### src/rtl/mips_mc_control_pkg.sv
// Shared constants for the multicycle MIPS control path: state encodings,
// opcodes, AluOp/AluSrcB/PCSource codes, and the packed control bundle.
package mips_mc_control_pkg;

  localparam logic [3:0] S_RESET  = 4'd0;
  localparam logic [3:0] S_FETCH  = 4'd1;
  localparam logic [3:0] S_DECODE = 4'd2;
  localparam logic [3:0] S_MEMADR = 4'd3;
  localparam logic [3:0] S_MEMRD  = 4'd4;
  localparam logic [3:0] S_MEMWB  = 4'd5;
  localparam logic [3:0] S_MEMWR  = 4'd6;
  localparam logic [3:0] S_EXEC   = 4'd7;
  localparam logic [3:0] S_ALUWB  = 4'd8;
  localparam logic [3:0] S_ADDIWB = 4'd9;
  localparam logic [3:0] S_BRANCH = 4'd10;
  localparam logic [3:0] S_JUMP   = 4'd11;
  localparam logic [3:0] S_TRAP   = 4'd12;

  localparam logic [5:0] OP_RTYPE = 6'b000000;
  localparam logic [5:0] OP_LW    = 6'b100011;
  localparam logic [5:0] OP_SW    = 6'b101011;
  localparam logic [5:0] OP_BEQ   = 6'b000100;
  localparam logic [5:0] OP_BNE   = 6'b000101;
  localparam logic [5:0] OP_ADDI  = 6'b001000;
  localparam logic [5:0] OP_J     = 6'b000010;

  // Shared with the downstream ALU control decoder.
  localparam logic [1:0] ALUOP_ADD   = 2'b00;
  localparam logic [1:0] ALUOP_SUB   = 2'b01;
  localparam logic [1:0] ALUOP_FUNCT = 2'b10;

  localparam logic [1:0] SRCB_B      = 2'b00;
  localparam logic [1:0] SRCB_FOUR   = 2'b01;
  localparam logic [1:0] SRCB_IMM    = 2'b10;
  localparam logic [1:0] SRCB_IMM_SH = 2'b11;

  localparam logic [1:0] PCSRC_ALU    = 2'b00;
  localparam logic [1:0] PCSRC_ALUOUT = 2'b01;
  localparam logic [1:0] PCSRC_JUMP   = 2'b10;

  typedef struct packed {
    logic       pc_write;
    logic       pc_write_cond;
    logic       branch_ne;
    logic       i_or_d;
    logic       mem_read;
    logic       mem_write;
    logic       ir_write;
    logic       mem_to_reg;
    logic       reg_dst;
    logic       reg_write;
    logic       alu_src_a;
    logic [1:0] alu_src_b;
    logic [1:0] alu_op;
    logic [1:0] pc_source;
    logic       illegal_op;
  } ctrl_t;

  // Where DECODE sends each opcode; unknown opcodes trap.
  function automatic logic [3:0] dispatch(input logic [5:0] op);
    case (op)
      OP_LW, OP_SW, OP_ADDI: return S_MEMADR;
      OP_RTYPE:              return S_EXEC;
      OP_BEQ, OP_BNE:        return S_BRANCH;
      OP_J:                  return S_JUMP;
      default:               return S_TRAP;
    endcase
  endfunction

endpackage

### src/rtl/mips_mc_control.sv
// Multicycle MIPS main control FSM: sequences each instruction, drives the
// datapath enables/muxes and AluOp, and counts retired instructions.
module mips_mc_control
  import mips_mc_control_pkg::*;
#(
  parameter int CNT_W = 32
) (
  input  logic             clk,
  input  logic             rst_n,
  input  logic [5:0]       Opcode,
  input  logic             mem_ready,
  output logic             PCWrite,
  output logic             PCWriteCond,
  output logic             BranchNe,
  output logic             IorD,
  output logic             MemRead,
  output logic             MemWrite,
  output logic             IRWrite,
  output logic             MemtoReg,
  output logic             RegDst,
  output logic             RegWrite,
  output logic             AluSrcA,
  output logic [1:0]       AluSrcB,
  output logic [1:0]       AluOp,
  output logic [1:0]       PCSource,
  output logic             illegal_op,
  output logic [3:0]       state_dbg,
  output logic [CNT_W-1:0] instr_count
);

  logic [3:0]       state;
  logic [3:0]       state_next;
  ctrl_t            ctrl;
  logic             retire;
  logic [CNT_W-1:0] count;

  always_ff @(posedge clk or negedge rst_n) begin
    if (!rst_n) state <= S_RESET;
    else        state <= state_next;
  end

  always_comb begin
    state_next = S_FETCH;
    case (state)
      S_RESET:  state_next = S_FETCH;
      S_FETCH:  state_next = mem_ready ? S_DECODE : S_FETCH;
      S_DECODE: state_next = dispatch(Opcode);
      S_MEMADR: begin
        case (Opcode)
          OP_LW:   state_next = S_MEMRD;
          OP_SW:   state_next = S_MEMWR;
          OP_ADDI: state_next = S_ADDIWB;
          default: state_next = S_FETCH;
        endcase
      end
      S_MEMRD:  state_next = mem_ready ? S_MEMWB : S_MEMRD;
      S_MEMWR:  state_next = mem_ready ? S_FETCH : S_MEMWR;
      S_EXEC:   state_next = S_ALUWB;
      default:  state_next = S_FETCH;
    endcase
  end

  // Moore decode; only the FETCH write enables follow mem_ready directly.
  always_comb begin
    ctrl = '0;
    case (state)
      S_FETCH: begin
        ctrl.mem_read  = 1'b1;
        ctrl.alu_src_b = SRCB_FOUR;
        ctrl.alu_op    = ALUOP_ADD;
        ctrl.pc_source = PCSRC_ALU;
        ctrl.pc_write  = mem_ready;
        ctrl.ir_write  = mem_ready;
      end
      S_DECODE: begin
        ctrl.alu_src_b = SRCB_IMM_SH;
        ctrl.alu_op    = ALUOP_ADD;
      end
      S_MEMADR: begin
        ctrl.alu_src_a = 1'b1;
        ctrl.alu_src_b = SRCB_IMM;
        ctrl.alu_op    = ALUOP_ADD;
      end
      S_MEMRD: begin
        ctrl.mem_read = 1'b1;
        ctrl.i_or_d   = 1'b1;
      end
      S_MEMWB: begin
        ctrl.mem_to_reg = 1'b1;
        ctrl.reg_write  = 1'b1;
      end
      S_MEMWR: begin
        ctrl.mem_write = 1'b1;
        ctrl.i_or_d    = 1'b1;
      end
      S_EXEC: begin
        ctrl.alu_src_a = 1'b1;
        ctrl.alu_src_b = SRCB_B;
        ctrl.alu_op    = ALUOP_FUNCT;
      end
      S_ALUWB: begin
        ctrl.reg_dst   = 1'b1;
        ctrl.reg_write = 1'b1;
      end
      S_ADDIWB: begin
        ctrl.reg_write = 1'b1;
      end
      S_BRANCH: begin
        ctrl.alu_src_a     = 1'b1;
        ctrl.alu_src_b     = SRCB_B;
        ctrl.alu_op        = ALUOP_SUB;
        ctrl.pc_source     = PCSRC_ALUOUT;
        ctrl.pc_write_cond = 1'b1;
        ctrl.branch_ne     = (Opcode == OP_BNE);
      end
      S_JUMP: begin
        ctrl.pc_source = PCSRC_JUMP;
        ctrl.pc_write  = 1'b1;
      end
      S_TRAP: begin
        ctrl.illegal_op = 1'b1;
      end
      default: ctrl = '0;
    endcase
  end

  // An instruction retires on the edge that leaves its final state.
  always_comb begin
    retire = 1'b0;
    case (state)
      S_MEMWB, S_ALUWB, S_ADDIWB, S_BRANCH, S_JUMP: retire = 1'b1;
      S_MEMWR: retire = mem_ready;
      default: retire = 1'b0;
    endcase
  end

  always_ff @(posedge clk or negedge rst_n) begin
    if (!rst_n)      count <= '0;
    else if (retire) count <= count + 1'b1;
  end

  assign PCWrite     = ctrl.pc_write;
  assign PCWriteCond = ctrl.pc_write_cond;
  assign BranchNe    = ctrl.branch_ne;
  assign IorD        = ctrl.i_or_d;
  assign MemRead     = ctrl.mem_read;
  assign MemWrite    = ctrl.mem_write;
  assign IRWrite     = ctrl.ir_write;
  assign MemtoReg    = ctrl.mem_to_reg;
  assign RegDst      = ctrl.reg_dst;
  assign RegWrite    = ctrl.reg_write;
  assign AluSrcA     = ctrl.alu_src_a;
  assign AluSrcB     = ctrl.alu_src_b;
  assign AluOp       = ctrl.alu_op;
  assign PCSource    = ctrl.pc_source;
  assign illegal_op  = ctrl.illegal_op;
  assign state_dbg   = state;
  assign instr_count = count;

endmodule

### config.mk
export PLATFORM = sky130hd
export DESIGN_NAME = mips_mc_control
export DESIGN_NICKNAME = d
export VERILOG_FILES = /design/src/rtl/mips_mc_control_pkg.sv /design/src/rtl/mips_mc_control.sv
export SDC_FILE = /design/constraint.sdc
export NUM_CORES = 1
export LEC_CHECK = 0
export CAP_MARGIN = 10
export CORE_ASPECT_RATIO = 1.5
export CORE_UTILIZATION = 40
export CTS_CLUSTER_DIAMETER = 200
export CTS_CLUSTER_SIZE = 14
export DETAILED_ROUTE_END_ITERATION = 7
export GPL_ROUTABILITY_DRIVEN = 0
export MAX_ROUTING_LAYER = met4
export PLACE_DENSITY = 0.74
export SYNTH_ARGS = -nofsm -noshare
export SYNTH_HDL_FRONTEND = slang
export SYNTH_SLANG_ARGS = --single-unit
### constraint.sdc
create_clock -name clk -period 1.75 [get_ports clk]
set_input_delay 0.525 -clock clk [delete_from_list [all_inputs] [get_ports clk]]
set_output_delay 0.525 -clock clk [all_outputs]
set_load 0.01 [all_outputs]
**Yosys cells after proc, flatten, opt, wreduce, memory -nomap -nowiden**

Index checks and enable logic that the tools add are counted.

- Mux-type cells: 20
- Equality and inequality tests: 18
- Add/subtract/negate cells: 1
- Reductions and logical operators: 8

Operator list:

| kind | number |
|---|---|
| $add 32x1->32 const B | 1 |
| $pmux 4 s6 | 1 |
| $eq 4x4->1 const B | 5 |
| $pmux 4 s5 | 1 |
| $eq 4x3->1 const B | 4 |
| $pmux 4 s4 | 1 |
| $eq 6x3->1 const B | 2 |
| $eq 6x6->1 const B | 2 |
| $pmux 4 s3 | 1 |
| $mux 1 | 10 |
| $reduce_or 3->1 | 3 |
| $eq 4x2->1 const B | 2 |
| $eq 6x2->1 const B | 1 |
| $eq 6x4->1 const B | 1 |
| $logic_not 6->1 | 1 |
| $reduce_or 2->1 | 3 |
| $reduce_or 5->1 | 1 |
| $eq 4x1->1 const B | 1 |
| $mux 2 | 2 |
| $pmux 1 s2 | 2 |
| $pmux 2 s2 | 1 |
| $mux 3 | 1 |

- Bits of input ports: 9
- Output and inout bits: 54
- Flip-flop bits (word level): 36
- Logic and storage cells: 49

**Logic depth before layout (Yosys ltp)**

- Depth in word-level cells: 4
- Gate-level depth with buffers: 6
- Mapped depth without buffers: 5

**Worst setup path before layout**

No wires, ideal clock.

- Kind: register -> output
- From: reg state[2] (netlist: state_dbg[2])
- To: out PCWrite
- Data arrival time: 1426 ps
- Buffers on the path: 1
- Cell stages (with the launch flop): 5
- Path slack: -201 ps
- Data required time: 1225 ps
- Cells stage by stage: dfrtp_1 -> clkbuf_1 -> nand2b_1 -> nor2_1 -> or2_2

- Longest elaborated chain between the ends: 2
- Elaborated cells between the ends (all ways): 3
- Classes of those cells: 2 x eq/ne; 1 x mux

RTL lines:

| item | line | text |
|---|---|---|
| from (decl) | mips_mc_control.sv:31 | `logic [3:0] state;` |
| from (signal assigned) | mips_mc_control.sv:39 | `else state <= state_next;` |
| $eq 4x4->1 or $eq 4x1->1 (tied branches) | mips_mc_control.sv:66 | `case (state)` |
| $pmux 1 s2 (*) | mips_mc_control.sv:66 |  |
| to (decl) | mips_mc_control.sv:12 | `output logic PCWrite,` |

Every way passes the cells marked *; elsewhere a longest branch is shown, timed or not.

**Worst setup path after layout**

- From: in mem_ready
- To: reg count[1] (netlist: instr_count[1])

- Longest elaborated chain between the ends: 1

RTL lines:

| item | line | text |
|---|---|---|
| from (decl) | mips_mc_control.sv:11 | `input logic mem_ready,` |
| $pmux 1 s2 | mips_mc_control.sv:130 | `case (state)` |
| to (signal assigned) | mips_mc_control.sv:139 | `else if (retire) count <= count + 1'b1;` |
| to (decl) | mips_mc_control.sv:35 | `logic [CNT_W-1:0] count;` |

Every way passes these cells.
A chain may end at the register's enable or synchronous reset.

==> results.yml <==
grt:
  grt.total_usage_pct: 27.6
  grt_pass1_wl_mm: 11.1
  grt_max_degree: 37
  grt_pass1_vias: 2379
  grt_overflow: 0
  antenna_found_initial: 0
setup_path:
  end_kind: "flip-flop"
  reg2regPathDepth: 8
  timing.reg2reg.setup_slack_ps: -160
  critPathLaunchType: "primary input"
  r2r-start: "state_dbg[3]"
  timing.rr.end: "instr_count[19]"
  crit_required_ps: 1930
  critPathMaxFanout: 5
  worstPathArrival_ps: 2110
  critPathKind: "primary input to flip-flop"
timing:
  fmax_ghz: 0.517
  fin_crit_ps: 1930
  final-max-slew-violation-count: 0
  hold_viol: 0
  worst_pin_slew_ps: 440
  min_period_over_period_pct: 110
  setup-violations-final: 44
  relSlewSlack_pct: 70.6
  fin_skew_ps: 7.71
  timing.final.ws_setup_ps: -183
  rsz0062_at_grt: "true"
synthesis:
  synth_area_sq_mm: 0.00207
  ys.warnings.count: 0
  syn-num-nets: 223
  postSynthCellCount: 213
  yosysUniqueCellTypes: 47
  syn-mean-instance-area_sq_um: 9.71
  synth_ff_type: "dfrtp_1"
  synth_edf_count: 0
  seq_area_frac_synth_pct: 43.6
  async_reset_ff_share_pct: 100
  synth-seq-cells: 36
worst_hold_path:
  hold_end: "instr_count[31]"
  min-delay-start: "instr_count[31]"
  hp-class: "flip-flop to flip-flop"
  whs_path_depth: 1
placed_design:
  port_buffers: 62
  post-dp-hpwl_mm: 4.31
  place_area_sq_mm: 0.00318
final_layout:
  diodes: 0
  syn_to_final_growth_pct: 88.0
  drive_gt1_share_pct: 53.3
  final_util_pct: 79.5
  nNetsFinal: 360
  post-route-cell-area_sq_mm: 0.00389
  fill_cells: 314
  multiInputGateArea_sq_mm: 0.00156
  register_area_sq_um: 918
power_and_ir_drop:
  ir_drop_v: 0.000747
  power.leakage_uw: 0.00212
  p_per_area_mw_per_mm2: 1120
routing:
  vias: 2310
  wl_mm: 7.82
  dr.pass1.iters: 4
  drtIter0Drc: 148
  ant_nets: 0
  drc_errors: 0
  viasPerCell: 5.54
  wl_per_cell_microns: 18.8
clocking:
  cts_buffer_depth: 2
  clock_latency_ps: 290
  cts.sinks: 36
  cts_tree: "built"
  htree_num_levels: 2
  cts_buffers: 5
  clkTransAtPathRegs_ps: 80
  cts-root-buf: "clkbuf_8"
floorplanning:
  rows: 31
  initial_utilization_pct: 42.3
  die_height_microns: 90.1
  ios: 63
  fp.dieW_microns: 60.7
  core-area_sq_mm: 0.00489
  die-area_sq_mm: 0.00547
run_status:
  status: "complete, but fails checks"
  violations: "negative setup slack"
run:
  maxCapViolCount: 0
Yosys cell counts, drive strengths merged, types with 3 or more instances:
cell type  number  area (sq um)
nor3           11          55.1
buf             6          37.5
nand4           9          71.3
xnor2           9          86.3
a21oi           3          15.0
and3            4          25.0
nand2          20          75.1
nor2           18          67.6
nand2b          5          31.3
nor2b           4          25.0
a211o           3          26.3
o22ai           3          18.8
and2            4          25.0
nor4           11          81.3
nand3           9          45.0
clkbuf          6          22.5
dfrtp          36           901
and4            3          26.3
xor2           24           210
placed cells by master (no fill, tap or decap), types with 5 or more instances in the layout:
master,count
nor3_2,7
nand2_1,20
clkbuf_8,6
dlygate4sd2_1,25
nor4_4,10
dfrtp_2,14
buf_2,15
nor2_4,6
nor2_2,6
xor2_1,23
nor2_1,6
buf_6,23
nand4_1,8
xnor2_2,5
nand3_1,6
dfrtp_1,22
clkdlybuf4s50_1,9
buf_4,56
area by class of cell:
| cell class | instances | share of cell area (%) |
|---|---|---|
| clock inverters | 1 | 0.193 |
| well taps | 66 | 2.12 |
| flip-flops and latches | 36 | 23.6 |
| clock buffers | 7 | 2.22 |
| inverters | 1 | 0.0966 |
| repair buffers | 142 | 31.6 |
| multi-input cells | 164 | 40.1 |
power by group:
group	switching, uW	total [uW]	internal [uW]
registers	141	1080	941
logic	1270	2640	1370
clock network	323	643	320
how the worst max path moves through the flow:
stage                             from        endpoint  slack (ps)  depth (start not counted)
after floorplan           state_dbg[1]         PCWrite         -20                          4
after global placement       Opcode[1]        BranchNe        -740                          5
after detailed placement     Opcode[1]        BranchNe        -780                          5
after CTS                 state_dbg[0]         PCWrite        -150                          4
after global routing         mem_ready  instr_count[1]        -210                          7
final                        mem_ready  instr_count[1]        -180                          7
critical path: stages:
cell and delay (ps):
dlygate4sd2_1 250, buf_4 160, and3b_2 230, buf_6 140, o31ai_4 320, buf_4 180
mux2_2 320
metrics by stage:
stage	setup TNS, ps	std cells	hold slack (ps)	worst slack (ps)	total power, uW
after CTS	-2370	412	475	-149	3950
after global routing	-5870	417	489	-209	4530
after floorplan	-24.5	213	229	-18.6	1880
final	-4330	417	464	-183	4360
after global placement	-19460	386	455	-739	2940
after detailed placement	-21400	386	465	-779	2970
layer usage:
layer / GRT usage, % / vias to the layer above / routed length (microns)
met5: - / - / 0
met4: 11.2 / 0 / 352
met3: 4.32 / 32 / 252
met2: 49.4 / 88 / 4490
met1: 28.7 / 1147 / 2730
li1: - / 1043 / -
state kept, by name (all words and copies together) (netlist names):
register	count
state_dbg	4
instr_count	32
kinds of logic (layout without fill, tap and decap cells):
family | Yosys count | count (layout) | share of synthesized area, %
AND/OR/NAND/NOR | 109 | 109 | 30.4
flip-flops | 36 | 36 | 43.6
XOR/XNOR | 33 | 33 | 14.3
AO/OA/AOI/OAI | 19 | 19 | 6.96
buffers and inverters | 13 | 151 | 3.08
multiplexers | 2 | 2 | 1.03
adder cells (fa/ha/maj) | 1 | 1 | 0.605
what timing repair did:
action                                  4_1_cts  5_1_grt
pin swaps                                    19       25
endpoints found under the setup margin       85       52
hold buffers                                  0        0
resized for setup                           173       61
gates cloned                                  1        0
buffers inserted                             17        6
(Power assumes the default switching activity.)
